## src/rtl/mem_stage_lsu_if.sv

```systemverilog
// Bundles the MEM-stage pipeline inputs, the data-memory handshake and the
// load-result/status outputs of the load/store unit into one port.
interface mem_stage_lsu_if;
   logic        valid_in;
   logic        mem_read;
   logic        mem_write;
   logic [2:0]  funct3;
   logic [31:0] addr;
   logic [31:0] wdata;

   logic        dm_req;
   logic        dm_we;
   logic [31:0] dm_addr;
   logic [3:0]  dm_wstrb;
   logic [31:0] dm_wdata;
   logic        dm_ack;
   logic [31:0] dm_rdata;

   logic        stall;
   logic [31:0] md;
   logic        md_valid;
   logic        err;
   logic [1:0]  err_code;

   modport master (
      input  valid_in, mem_read, mem_write, funct3, addr, wdata,
      input  dm_ack, dm_rdata,
      output dm_req, dm_we, dm_addr, dm_wstrb, dm_wdata,
      output stall, md, md_valid, err, err_code
   );

   modport slave (
      output valid_in, mem_read, mem_write, funct3, addr, wdata,
      output dm_ack, dm_rdata,
      input  dm_req, dm_we, dm_addr, dm_wstrb, dm_wdata,
      input  stall, md, md_valid, err, err_code
   );
endinterface

```

## src/rtl/mem_stage_lsu.sv

```systemverilog
// MEM-stage load/store unit: issues one word-wide handshaked memory access per
// load/store, stalls the pipeline meanwhile and returns the extended load value.
module mem_stage_lsu #(
   parameter int unsigned TIMEOUT = 255,
   parameter int unsigned CNT_W   = 8
) (
   input logic             clk,
   input logic             rstn,
   mem_stage_lsu_if.master bus
);

   typedef enum logic [1:0] {IDLE, BUSY, DONE} state_t;

   localparam bit               TO_EN   = (TIMEOUT != 0);
   localparam logic [CNT_W-1:0] TO_LAST = TO_EN ? CNT_W'(TIMEOUT - 1) : '0;

   state_t      state_q;
   logic [CNT_W-1:0] cnt_q;
   logic [2:0]  f3_q;
   logic [1:0]  lo_q;
   logic        we_q;
   logic        dmReq_q;
   logic        dmWe_q;
   logic [31:0] dmAddr_q;
   logic [3:0]  dmStrb_q;
   logic [31:0] dmWdata_q;
   logic [31:0] md_q;
   logic        mdValid_q;
   logic        err_q;
   logic [1:0]  errCode_q;

   logic        start;
   logic        f3Known;
   logic        illegal;
   logic        misaligned;
   logic        startOk;
   logic        startErr;
   logic [3:0]  storeStrb;
   logic [31:0] storeData;
   logic [7:0]  loadByte;
   logic [15:0] loadHalf;
   logic [31:0] loadValue;
   logic        timeoutHit;

   // Legality is only meaningful for a new access seen while idle.
   always_comb begin
      start   = bus.valid_in & (bus.mem_read | bus.mem_write) & (state_q == IDLE);
      f3Known = 1'b0;
      case (bus.funct3)
         3'b000, 3'b001, 3'b010, 3'b100, 3'b101: f3Known = 1'b1;
         default:                                f3Known = 1'b0;
      endcase
      illegal    = (bus.mem_read & bus.mem_write) | ~f3Known | (bus.mem_write & bus.funct3[2]);
      misaligned = ((bus.funct3[1:0] == 2'b01) & bus.addr[0])
                 | ((bus.funct3[1:0] == 2'b10) & (bus.addr[1:0] != 2'b00));
      startOk    = rstn & start & ~illegal & ~misaligned;
      startErr   = rstn & start & (illegal | misaligned);
   end

   always_comb begin
      storeStrb = 4'b0000;
      storeData = bus.wdata;
      if (bus.mem_write) begin
         case (bus.funct3[1:0])
            2'b00: begin
               storeStrb = 4'b0001 << bus.addr[1:0];
               storeData = {4{bus.wdata[7:0]}};
            end
            2'b01: begin
               storeStrb = bus.addr[1] ? 4'b1100 : 4'b0011;
               storeData = {2{bus.wdata[15:0]}};
            end
            default: begin
               storeStrb = 4'b1111;
               storeData = bus.wdata;
            end
         endcase
      end
   end

   // Lane selection uses the offset and size captured at issue time.
   always_comb begin
      loadByte  = bus.dm_rdata[{lo_q, 3'b000} +: 8];
      loadHalf  = bus.dm_rdata[{lo_q[1], 4'b0000} +: 16];
      case (f3_q)
         3'b000:  loadValue = {{24{loadByte[7]}}, loadByte};
         3'b001:  loadValue = {{16{loadHalf[15]}}, loadHalf};
         3'b100:  loadValue = {24'h000000, loadByte};
         3'b101:  loadValue = {16'h0000, loadHalf};
         default: loadValue = bus.dm_rdata;
      endcase
      timeoutHit = TO_EN && (cnt_q == TO_LAST);
   end

   always_ff @(posedge clk or negedge rstn) begin
      if (!rstn) begin
         state_q   <= IDLE;
         cnt_q     <= '0;
         f3_q      <= 3'b000;
         lo_q      <= 2'b00;
         we_q      <= 1'b0;
         dmReq_q   <= 1'b0;
         dmWe_q    <= 1'b0;
         dmAddr_q  <= 32'h0;
         dmStrb_q  <= 4'b0000;
         dmWdata_q <= 32'h0;
         md_q      <= 32'h0;
         mdValid_q <= 1'b0;
         err_q     <= 1'b0;
         errCode_q <= 2'b00;
      end else begin
         case (state_q)
            IDLE: begin
               mdValid_q <= 1'b0;
               err_q     <= 1'b0;
               errCode_q <= 2'b00;
               if (startOk) begin
                  f3_q      <= bus.funct3;
                  lo_q      <= bus.addr[1:0];
                  we_q      <= bus.mem_write;
                  dmReq_q   <= 1'b1;
                  dmWe_q    <= bus.mem_write;
                  dmAddr_q  <= {bus.addr[31:2], 2'b00};
                  dmStrb_q  <= storeStrb;
                  dmWdata_q <= storeData;
                  cnt_q     <= '0;
                  state_q   <= BUSY;
               end
            end
            BUSY: begin
               cnt_q <= cnt_q + CNT_W'(1);
               if (bus.dm_ack) begin
                  dmReq_q  <= 1'b0;
                  dmWe_q   <= 1'b0;
                  dmStrb_q <= 4'b0000;
                  if (!we_q) begin
                     md_q      <= loadValue;
                     mdValid_q <= 1'b1;
                  end
                  state_q <= DONE;
               end else if (timeoutHit) begin
                  dmReq_q   <= 1'b0;
                  dmWe_q    <= 1'b0;
                  dmStrb_q  <= 4'b0000;
                  err_q     <= 1'b1;
                  errCode_q <= 2'b11;
                  state_q   <= DONE;
               end
            end
            DONE: begin
               mdValid_q <= 1'b0;
               err_q     <= 1'b0;
               errCode_q <= 2'b00;
               state_q   <= IDLE;
            end
            default: state_q <= IDLE;
         endcase
      end
   end

   // Issue-cycle faults report combinationally; timeouts report from DONE.
   always_comb begin
      bus.dm_req   = dmReq_q;
      bus.dm_we    = dmWe_q;
      bus.dm_addr  = dmAddr_q;
      bus.dm_wstrb = dmStrb_q;
      bus.dm_wdata = dmWdata_q;
      bus.md       = md_q;
      bus.md_valid = mdValid_q;
      bus.stall    = rstn & (startOk | (state_q == BUSY));
      bus.err      = err_q | startErr;
      bus.err_code = startErr ? (illegal ? 2'b10 : 2'b01) : errCode_q;
   end

endmodule
```

## src/flat_wrapper.sv

```systemverilog
// flat-port wrapper written by rule: the top's interface ports become plain ports
module mem_stage_lsu_flat 
#(
   parameter int unsigned TIMEOUT = 255,
   parameter int unsigned CNT_W   = 8
)
  (clk, rstn, bus_valid_in, bus_mem_read, bus_mem_write, bus_funct3, bus_addr, bus_wdata, bus_dm_ack, bus_dm_rdata, bus_dm_req, bus_dm_we, bus_dm_addr, bus_dm_wstrb, bus_dm_wdata, bus_stall, bus_md, bus_md_valid, bus_err, bus_err_code);
  mem_stage_lsu_if bus_i ();
  input logic clk;
  input logic rstn;
  input wire logic [$bits(bus_i.valid_in)-1:0] bus_valid_in;
  input wire logic [$bits(bus_i.mem_read)-1:0] bus_mem_read;
  input wire logic [$bits(bus_i.mem_write)-1:0] bus_mem_write;
  input wire logic [$bits(bus_i.funct3)-1:0] bus_funct3;
  input wire logic [$bits(bus_i.addr)-1:0] bus_addr;
  input wire logic [$bits(bus_i.wdata)-1:0] bus_wdata;
  input wire logic [$bits(bus_i.dm_ack)-1:0] bus_dm_ack;
  input wire logic [$bits(bus_i.dm_rdata)-1:0] bus_dm_rdata;
  output wire logic [$bits(bus_i.dm_req)-1:0] bus_dm_req;
  output wire logic [$bits(bus_i.dm_we)-1:0] bus_dm_we;
  output wire logic [$bits(bus_i.dm_addr)-1:0] bus_dm_addr;
  output wire logic [$bits(bus_i.dm_wstrb)-1:0] bus_dm_wstrb;
  output wire logic [$bits(bus_i.dm_wdata)-1:0] bus_dm_wdata;
  output wire logic [$bits(bus_i.stall)-1:0] bus_stall;
  output wire logic [$bits(bus_i.md)-1:0] bus_md;
  output wire logic [$bits(bus_i.md_valid)-1:0] bus_md_valid;
  output wire logic [$bits(bus_i.err)-1:0] bus_err;
  output wire logic [$bits(bus_i.err_code)-1:0] bus_err_code;
  assign bus_i.valid_in = bus_valid_in;
  assign bus_i.mem_read = bus_mem_read;
  assign bus_i.mem_write = bus_mem_write;
  assign bus_i.funct3 = bus_funct3;
  assign bus_i.addr = bus_addr;
  assign bus_i.wdata = bus_wdata;
  assign bus_i.dm_ack = bus_dm_ack;
  assign bus_i.dm_rdata = bus_dm_rdata;
  assign bus_dm_req = bus_i.dm_req;
  assign bus_dm_we = bus_i.dm_we;
  assign bus_dm_addr = bus_i.dm_addr;
  assign bus_dm_wstrb = bus_i.dm_wstrb;
  assign bus_dm_wdata = bus_i.dm_wdata;
  assign bus_stall = bus_i.stall;
  assign bus_md = bus_i.md;
  assign bus_md_valid = bus_i.md_valid;
  assign bus_err = bus_i.err;
  assign bus_err_code = bus_i.err_code;
  mem_stage_lsu #(.TIMEOUT(TIMEOUT), .CNT_W(CNT_W)) u_core (.clk(clk), .rstn(rstn), .bus(bus_i));
endmodule
```

## config.mk

```make
export PLATFORM = sky130hd
export DESIGN_NAME = mem_stage_lsu_flat
export DESIGN_NICKNAME = d
export VERILOG_FILES = /design/src/rtl/mem_stage_lsu_if.sv /design/src/rtl/mem_stage_lsu.sv /design/src/flat_wrapper.sv
export SDC_FILE = /design/constraint.sdc
export NUM_CORES = 1
export LEC_CHECK = 0
export CAP_MARGIN = 10
export CORE_UTILIZATION = 35
export DETAILED_ROUTE_END_ITERATION = 8
export PLACE_DENSITY = 0.67
export SLEW_MARGIN = 20
export SYNTH_ARGS = -nofsm -noshare
export SYNTH_HDL_FRONTEND = slang
export SYNTH_SLANG_ARGS = --single-unit
```

## constraint.sdc

```tcl
create_clock -name clk -period 1.86 [get_ports clk]
set_clock_uncertainty 0.05 [all_clocks]
set_input_delay 0.465 -clock clk [delete_from_list [all_inputs] [get_ports clk]]
set_output_delay 0.465 -clock clk [all_outputs]
set_load 0.02 [all_outputs]
```

Word level (Yosys, flattened, before mapping). Index checks and enable logic that the tools add are counted.

Register bits: 120. Bits of input ports: 105. Output and inout bits: 107. Word-level logic and storage cells: 108.

Add/subtract/negate cells: 1. Equal/unequal tests: 18. Shift-type cells: 3. Muxes and demuxes: 34. Bitwise logic cells: 22. Reduce and logical (&&, ||, !) cells: 16.

Operator list (number): $pmux 32 s4 (1); $pmux 32 s2 (1); $mux 32 (1); $shiftx 32x6->16 (1); $shiftx 32x6->8 (1); $mux 4 (5); $pmux 4 s2 (2); $pmux 8 s2 (1); $mux 2 (7); $eq 3x3->1 const B (4); $reduce_and 3->1 (4); $and 1x1->1 (11); $mux 1 (9); $add 8x1->8 const B (1); $eq 8x8->1 const B (1); $mux 8 (1); $pmux 1 s2 (4); $pmux 2 s2 (2); $or 1x1->1 (7); $eq 3x1->1 const B (2); $logic_not 3->1 (2); $ne 2x2->1 const B (3); $reduce_and 2->1 (3); $reduce_bool 2->1 (3); other kinds (10) (17).

Depth between registers and ports, before layout. Gate-level depths: netlist of the first run.

Word-level depth: 11. Mapped depth: 7. Gate-level depth less buffers: 5.

Worst setup path before layout of the first run. OpenSTA, ideal clock, no wires.

Kind: in2out. Start: input port bus_funct3[0]. End: output port bus_stall. Data arrival time: 1473 ps. Data required time: 1345 ps. Path slack: -128 ps. Stages: 5. Path buffers: 1. Cells stage by stage: buf_6 -> o21ai_1 -> nand2_2 -> o31ai_1 -> and2_1.

Cells in the longest elaborated chain, start to end: 11. Elaborated cells on any way between the ends: 21. Those cells by class: 6 x eq/ne; 1 x mux; 12 x bitwise; 2 x reduce/logical.

RTL lines: start: declaration (line flat_wrapper.sv:14) `input wire logic [$bits(bus_i.funct3)-1:0] bus_funct3;`; $eq 3x1->1 (tied with other cells) (line mem_stage_lsu.sv:49) `case (bus.funct3)`; $reduce_or 5->1 (line mem_stage_lsu.sv:49); $mux 1 (line mem_stage_lsu.sv:49); $not 1->1 (line mem_stage_lsu.sv:53) `illegal = (bus.mem_read & bus.mem_write) | ~f3Known | (bus.mem_write & bus.funct3[2]);`; $or 1x1->1 (2 in series) (line mem_stage_lsu.sv:53); $not 1->1 (line mem_stage_lsu.sv:56) `startOk = rstn & start & ~illegal & ~misaligned;`; $and 1x1->1 (line mem_stage_lsu.sv:56); $and 1x1->1 (*) (line mem_stage_lsu.sv:56); $or 1x1->1 (*) (line mem_stage_lsu.sv:170) `bus.stall = rstn & (startOk | (state_q == BUSY));`; $and 1x1->1 (*) (line mem_stage_lsu.sv:170); end: declaration (line flat_wrapper.sv:24) `output wire logic [$bits(bus_i.stall)-1:0] bus_stall;`.

Mark *: on every way between the ends. The rest lies on a longest branch, timed or not.

Worst setup path in the final report of the first run.
Start: register u_core.state_q[0]. End: output port bus_stall.

Cells in the longest elaborated chain, start to end: 7. Elaborated cells on any way between the ends: 8. Those cells by class: 1 x eq/ne; 6 x bitwise; 1 x reduce/logical.

RTL lines: start: declaration (line mem_stage_lsu.sv:17) `state_t state_q;`; start signal: assignment (line mem_stage_lsu.sv:97) `state_q <= IDLE;`; start signal: assignment (line mem_stage_lsu.sv:127) `state_q <= BUSY;`; start signal: assignment (line mem_stage_lsu.sv:140) `state_q <= DONE;`; $logic_not 2->1 (line mem_stage_lsu.sv:47) `start = bus.valid_in & (bus.mem_read | bus.mem_write) & (state_q == IDLE);`; $and 1x1->1 (line mem_stage_lsu.sv:47); $and 1x1->1 (3 in series) (line mem_stage_lsu.sv:56); $or 1x1->1 (*) (line mem_stage_lsu.sv:170); $and 1x1->1 (*) (line mem_stage_lsu.sv:170).

Marks and branches as above.

==> results of run 1 <==
[state kept, by name (all words and copies together) (netlist names)]
name	cells
u_core.bus.dm_wdata	32
u_core.bus.md	32
u_core.bus.dm_addr	30
u_core.cnt_q	8
u_core.bus.dm_wstrb	4
u_core.f3_q	3
u_core.lo_q	2
u_core.state_q	2
u_core.bus.dm_req	1
u_core.bus.dm_we	1
u_core.bus.md_valid	1
u_core.errCode_q	1
u_core.we_q	1
[cell usage in the layout, fill, tap and decap left out, types with 9 or more instances in the layout]
cell	instances
buf_6	10
a31oi_1	9
mux2i_1	29
mux2_4	58
buf_4	42
nor2_1	36
nand3b_1	9
nand2_1	65
a21oi_1	37
clkbuf_16	18
mux2_2	15
buf_12	10
inv_1	18
o21ai_0	11
dlygate4sd2_1	105
dfrtp_1	118
clkdlybuf4s50_1	95
[logic make-up (layout without fill, tap and decap cells)]
kind of cell | after synthesis | count (layout) | synth area share
buf+inv | 53 | 327 | 0.0516
xor+xnor | 2 | 2 | 0.00303
mux | 103 | 103 | 0.196
other cells | 1 | 2 | 0.000648
compound gates | 103 | 103 | 0.115
simple gates | 148 | 148 | 0.120
flops | 118 | 118 | 0.510
fa+ha+maj | 2 | 2 | 0.00432
[metal layers]
metal | GRT usage | vias up | share of wire
met3 | 0.0737 | 22 | 0.073
met4 | 0.0703 | 0 | 0.014
met1 | 0.279 | 2460 | 0.42
li1 | - | 2393 | -
met5 | 0 | - | 0
met2 | 0.372 | 182 | 0.50
[worst max path at each step]
| stage | from | to | slack, ns | cells after the start |
|---|---|---|---|---|
| 2_1_floorplan | bus_funct3[0] | bus_stall | -0.02 | 5 |
| 3_3_place_gp | bus_funct3[2] | bus_stall | -0.97 | 6 |
| 3_5_place_dp | bus_mem_write | bus_err_code[1] | -1.04 | 6 |
| 4_1_cts | u_core.state_q[0] | bus_stall | -0.37 | 5 |
| 5_1_grt | u_core.state_q[0] | bus_stall | -0.43 | 5 |
| 6_report | u_core.state_q[0] | bus_stall | -0.35 | 5 |
[worst max-delay path, cell delays in order (launching register included)]
cell and delay (ns):
dfrtp_1 0.42, nor2_4 0.15, o2111ai_4 0.16, o31ai_4 0.26, and2_4 0.17, buf_6 0.11
[area by class of cell]
class	instances	area (um2)	area share
Sequential cell	118	2950	0.309
Multi-Input combinational cell	360	2920	0.305
Timing Repair Buffer	278	2800	0.293
Clock buffer	20	457	0.0477
Tap cell	216	270	0.0283
Clock inverter	11	103	0.0107
Inverter	18	67.6	0.00706
[power by group]
group	internal [W]	switching, W
clock network	0.00190	0.00119
registers	0.00351	0.000577
logic	0.00232	0.00259
[repair_timing]
| item | 4_1_cts | 5_1_grt |
|---|---|---|
| hold endpoints to repair | 0 | 0 |
| gates resized for setup | 234 | 20 |
| cloned | 7 | 1 |
| setup endpoints to repair | 183 | 86 |
| buffers inserted | 19 | 3 |
| pin swaps | 10 | 10 |
[per-stage QoR]
stage               worst slack (ns)  cells  utilization
floorplan                    -0.0203    531            -
global placement              -0.974    965        0.521
detailed placement             -1.04    965        0.521
CTS                           -0.372   1022        0.594
global route                  -0.426   1021        0.598
finish                        -0.349   1021        0.598
==> flow_metrics.py, run 1 <==
metrics = {
    "logic_synthesis": {
        "synth_enable_flop_cells": 0,
        "synthesis.area_um2": 5790,
        "synthTopCellsByCount": "118 x dfrtp_1, 69 x mux2_2, 66 x nand2_1",
        "synth_top_area_cell": "dfrtp_1",
        "ys_types": 52,
        "synth.area.top_cells": "dfrtp_1 51%, mux2_2 13%, mux2i_1 5.0%",
        "syn_area_per_cell_um2": 10.9,
        "synthArstFlopShare": 1.00,
        "postSynthCellCount": 530,
        "ys_seq_area_frac": 0.510,
        "yosys.area.top_type_share": 0.510,
        "synth_most_common_cell": "dfrtp_1",
        "synth_ff_type": "dfrtp_1",
        "ys_warn_count": 0,
        "synth-seq-cells": 118,
    },
    "placed_design": {
        "portBuffers": 209,
        "place_congestion": 0.875,
        "post_dp_cell_area_um2": 8340,
        "post-dp-hpwl_mm": 12.1,
    },
    "setup_path": {
        "crit_path_max_fanout": 4,
        "timing.critical_path.required_ns": 1.34,
        "r2r_cells": 10,
        "worstSetupEndpointType": "primary output",
        "critPathArrivalTime_ns": 1.69,
        "regToRegStartpoint": "u_core.state_q[0]",
        "start_kind": "register",
        "reg2reg_setup_slack_ns": -0.34,
        "crit_type": "reg2out",
        "worstReg2RegEnd": "u_core.bus.dm_addr[9]",
    },
    "global_routing": {
        "grt_max_degree": 84,
        "grt_antenna_before_repair": 0,
        "grt_pass1_wl_mm": 28.9,
        "overflow": 0,
        "grt_pass1_vias": 5373,
        "grt_use_total": 0.225,
    },
    "sta": {
        "setup_tns_ns": -20.81,
        "rsz0062_at_grt": "true",
        "period_share": 1.19,
        "worst_hold_slack_ns": 0.0785,
        "finalSetupViolations": 82,
        "drv_slew": 0,
        "worst_slew_pin_slew_ns": 0.772,
        "period_minus_slack_ns": 2.21,
        "fin_ws_ns": -0.349,
        "fmax_mhz": 453,
        "relSlewSlack": 0.485,
        "hold_viol": 0,
    },
    "floorplanning": {
        "die_w_um": 131,
        "fp.dieH_um": 131,
        "die_area_um2": 17100,
        "row_count": 46,
        "start_util": 0.362,
        "ioPinCount": 212,
        "core-area_um2": 16000,
    },
    "clock_tree": {
        "cts_root_buffer": "clkbuf_16",
        "numClockSinks": 118,
        "cts_tree": "yes",
        "clock_path_buffers": 2,
        "clock_latency_ns": 0.41,
        "cts_made_buffers": 17,
        "cts.clk_slew.worst_paths_ns": 0.06,
        "htree_levels": 4,
        "ctsHoldBuffers": 0,
    },
    "cells_and_area": {
        "fill_cells": 1353,
        "layout-drive-gt1-share": 0.261,
        "n_antenna_cell": 0,
        "areaGrowthSynthToFinish_pct": 65.2,
        "fin_nets": 900,
        "design_area_um2": 9560,
    },
    "outcome": {
        "outcome": "finished with violations",
        "violations": "setup timing",
    },
    "detailed_routing": {
        "route.detailed.drc": 0,
        "num_vias": 5057,
        "drtAntennaViolNets": 0,
        "wl_per_cell_um": 18.0,
        "drt_iter0_markers": 339,
        "via_per_inst": 4.95,
        "firstDrtPassIters": 5,
        "finalWirelength_mm": 18.4,
    },
    "pwr": {
        "power_w": 0.0121,
        "p_leak_nw": 4.40,
        "peakVddDrop_mv": 0.702,
        "power.density_nw_per_um2": 1260,
    },
    "worst_hold_path": {
        "worst_hold_path_type": "in2async",
    },
    "flow_run": {
        "maxCapViolCount": 0,
    },
}
Note: power is estimated with default switching activity, not from simulation.
==> inputs of run 2 (changes only) <==
- CORE_ASPECT_RATIO: default -> 1.75
==> run 2 against run 1 <==
Compared with the run above: via count is 2.0% higher; critical path depth rose by 2; the run still ends with setup timing left; clock-buffer cell count decreased by 3; final area is 0.21% lower; combinational power is essentially flat; die area rose by 0.12%; first-iteration DRC count fell by 35%; non-clock buffer count is 2 higher; core utilization fell by 0.23 points; critical path type is now in2out; largest cell class unchanged; worst hold slack improved by 0.17 ns.
==> flow_metrics.py, run 2 (synthesis gave the netlist of run 1 again) <==
metrics = {
    "pwr": {
        "p_leak_nw": 4.44,
        "peakVddDrop_mv": 0.741,
        "power.density_nw_per_um2": 1300,
    },
    "sta": {
        "period_share": 1.16,
        "worst_slew_pin_slew_ns": 0.690,
        "drv_slew": 0,
        "relSlewSlack": 0.540,
        "worst_hold_slack_ns": 0.249,
        "fmax_mhz": 462,
        "rsz0062_at_grt": "true",
        "fin_ws_ns": -0.304,
        "hold_viol": 0,
        "period_minus_slack_ns": 2.16,
        "finalSetupViolations": 75,
    },
    "cells_and_area": {
        "final_cells": 1000,
        "fin_nets": 902,
        "layout_common_cells": "118 x dfrtp_1, 105 x dlygate4sd2_1, 95 x clkdlybuf4s50_1",
        "layout-drive-gt1-share": 0.265,
        "layout_commonest_cell": "dfrtp_1",
        "fin_util": 0.595,
        "fill_cells": 1357,
        "areaGrowthSynthToFinish_pct": 64.8,
    },
    "detailed_routing": {
        "num_vias": 5159,
        "via_per_inst": 5.16,
        "drt_iter0_markers": 222,
        "drtAntennaViolNets": 0,
        "route.detailed.drc": 0,
        "finalWirelength_mm": 19.3,
        "firstDrtPassIters": 5,
        "wl_per_cell_um": 19.3,
    },
    "flow_run": {
        "maxCapViolCount": 0,
    },
    "setup_path": {
        "path_common_cell": "buf_6",
        "critPathArrivalTime_ns": 1.65,
        "crit_type": "in2out",
        "worst-path-buf-inv": 3,
        "worstSetupEndpointType": "primary output",
        "slowest_stage": "clkdlybuf4s15_2",
        "r2r_cells": 8,
        "reg2reg_setup_slack_ns": -0.20,
        "path_delay_family": "buffers and inverters",
        "crit_path_max_fanout": 5,
        "worstReg2RegEnd": "u_core.bus.dm_addr[30]",
        "cp_num_cells": 7,
        "timing.critical_path.required_ns": 1.34,
        "path_cells": "clkdlybuf4s15_2 -> nand3b_1 -> o21ai_4 -> buf_6 -> o31ai_4 -> and2_4 -> buf_6",
        "regToRegStartpoint": "u_core.state_q[0]",
        "max_stage_delay_ns": 0.25,
        "start_kind": "input pin",
    },
    "floorplanning": {
        "fp.dieH_um": 172,
        "die_area_um2": 17100,
        "start_util": 0.361,
        "row_count": 61,
        "die_w_um": 99.2,
        "core-area_um2": 16000,
        "ioPinCount": 212,
    },
    "clock_tree": {
        "ctsHoldBuffers": 0,
        "cts.clk_slew.worst_paths_ns": 0.06,
        "cts_tree": "yes",
        "cts_root_buffer": "clkbuf_16",
        "numClockSinks": 118,
        "cts_made_buffers": 17,
        "clock_latency_ns": 0.41,
        "clock_path_buffers": 2,
        "htree_levels": 4,
    },
    "global_routing": {
        "grt_antenna_before_repair": 2,
        "grt_pass1_wl_mm": 29.1,
        "grt_max_degree": 75,
        "grt_use_total": 0.223,
        "overflow": 0,
        "grt_pass1_vias": 5381,
    },
    "outcome": {
        "outcome": "finished with violations",
        "violations": "setup timing",
    },
    "placed_design": {
        "placed_cells": 941,
        "portBuffers": 209,
        "post-dp-hpwl_mm": 13.0,
        "post-place-ws_ns": -1.04,
        "place_congestion": 0.850,
    },
    "worst_hold_path": {
        "worst_hold_path_type": "in2async",
    },
}
run 2: cell types whose count changed in the layout (fill, tap and decap cells not counted), sizes merged:
cell,before,now
clkdlybuf4s15,3,2
inv,19,20
buf,73,75
diode,0,3
clkinvlp,6,1
bufinv,1,3
clkinv,3,9
clkbuf,22,20
run 2: worst max-delay path by stage:
stage | start | end | slack, ns
floorplan | bus_funct3[0] | bus_stall | -0.02
global placement | bus_funct3[1] | bus_stall | -1.07
detailed placement | bus_funct3[1] | bus_stall | -1.04
CTS | u_core.state_q[1] | bus_stall | -0.30
global route | u_core.state_q[0] | bus_stall | -0.39
finish | bus_funct3[1] | bus_stall | -0.30
run 2: worst register-to-register path, cell delays in order, from the launching register on:
cell and delay, ns:
dfrtp_1 0.41, nor2_4 0.14, o2111ai_4 0.17, buf_6 0.18, nor3_4 0.24, buf_6 0.20, buf_12 0.12, buf_16 0.12
mux2_4 0.30
run 2: per-stage QoR:
stage	area, um2	TNS (ns)	total power, W
floorplan	5810	-0.0203	0.00662
global placement	8320	-78.08	0.00910
detailed placement	8320	-79.92	0.00925
CTS	9170	-14.79	0.0121
global route	9540	-15.96	0.0130
finish	9540	-9.11	0.0124
run 2: per-layer routing:
metal	global-route usage	wire, um	vias to the layer above
met5	0	0	-
met3	0.0501	974	39
met4	0.112	656	0
met1	0.243	7330	2536
li1	-	-	2394
met2	0.404	10400	190
run 2: area by class of cell:
class | count | area, um2 | share of cell area
clock inverter | 15 | 179 | 0.0187
tap | 189 | 236 | 0.0248
inverter | 18 | 67.6 | 0.00708
clock buffer | 17 | 425 | 0.0446
multi-input combinational | 360 | 2900 | 0.303
timing repair buffer | 280 | 2780 | 0.291
sequential | 118 | 2950 | 0.309
antenna | 3 | 7.51 | 0.000787
run 2: timing repair:
action | 4_1_cts | 5_1_grt
pin swaps | 11 | 5
endpoints found under the setup margin | 183 | 128
gates resized for setup | 166 | 83
setup buffers | 13 | 9
gates cloned | 5 | 3
run 2: where the power goes:
group	internal (W)	total [W]	switching (W)
clock network	0.00211	0.00338	0.00127
registers	0.00351	0.00410	0.000590
logic	0.00231	0.00490	0.00259
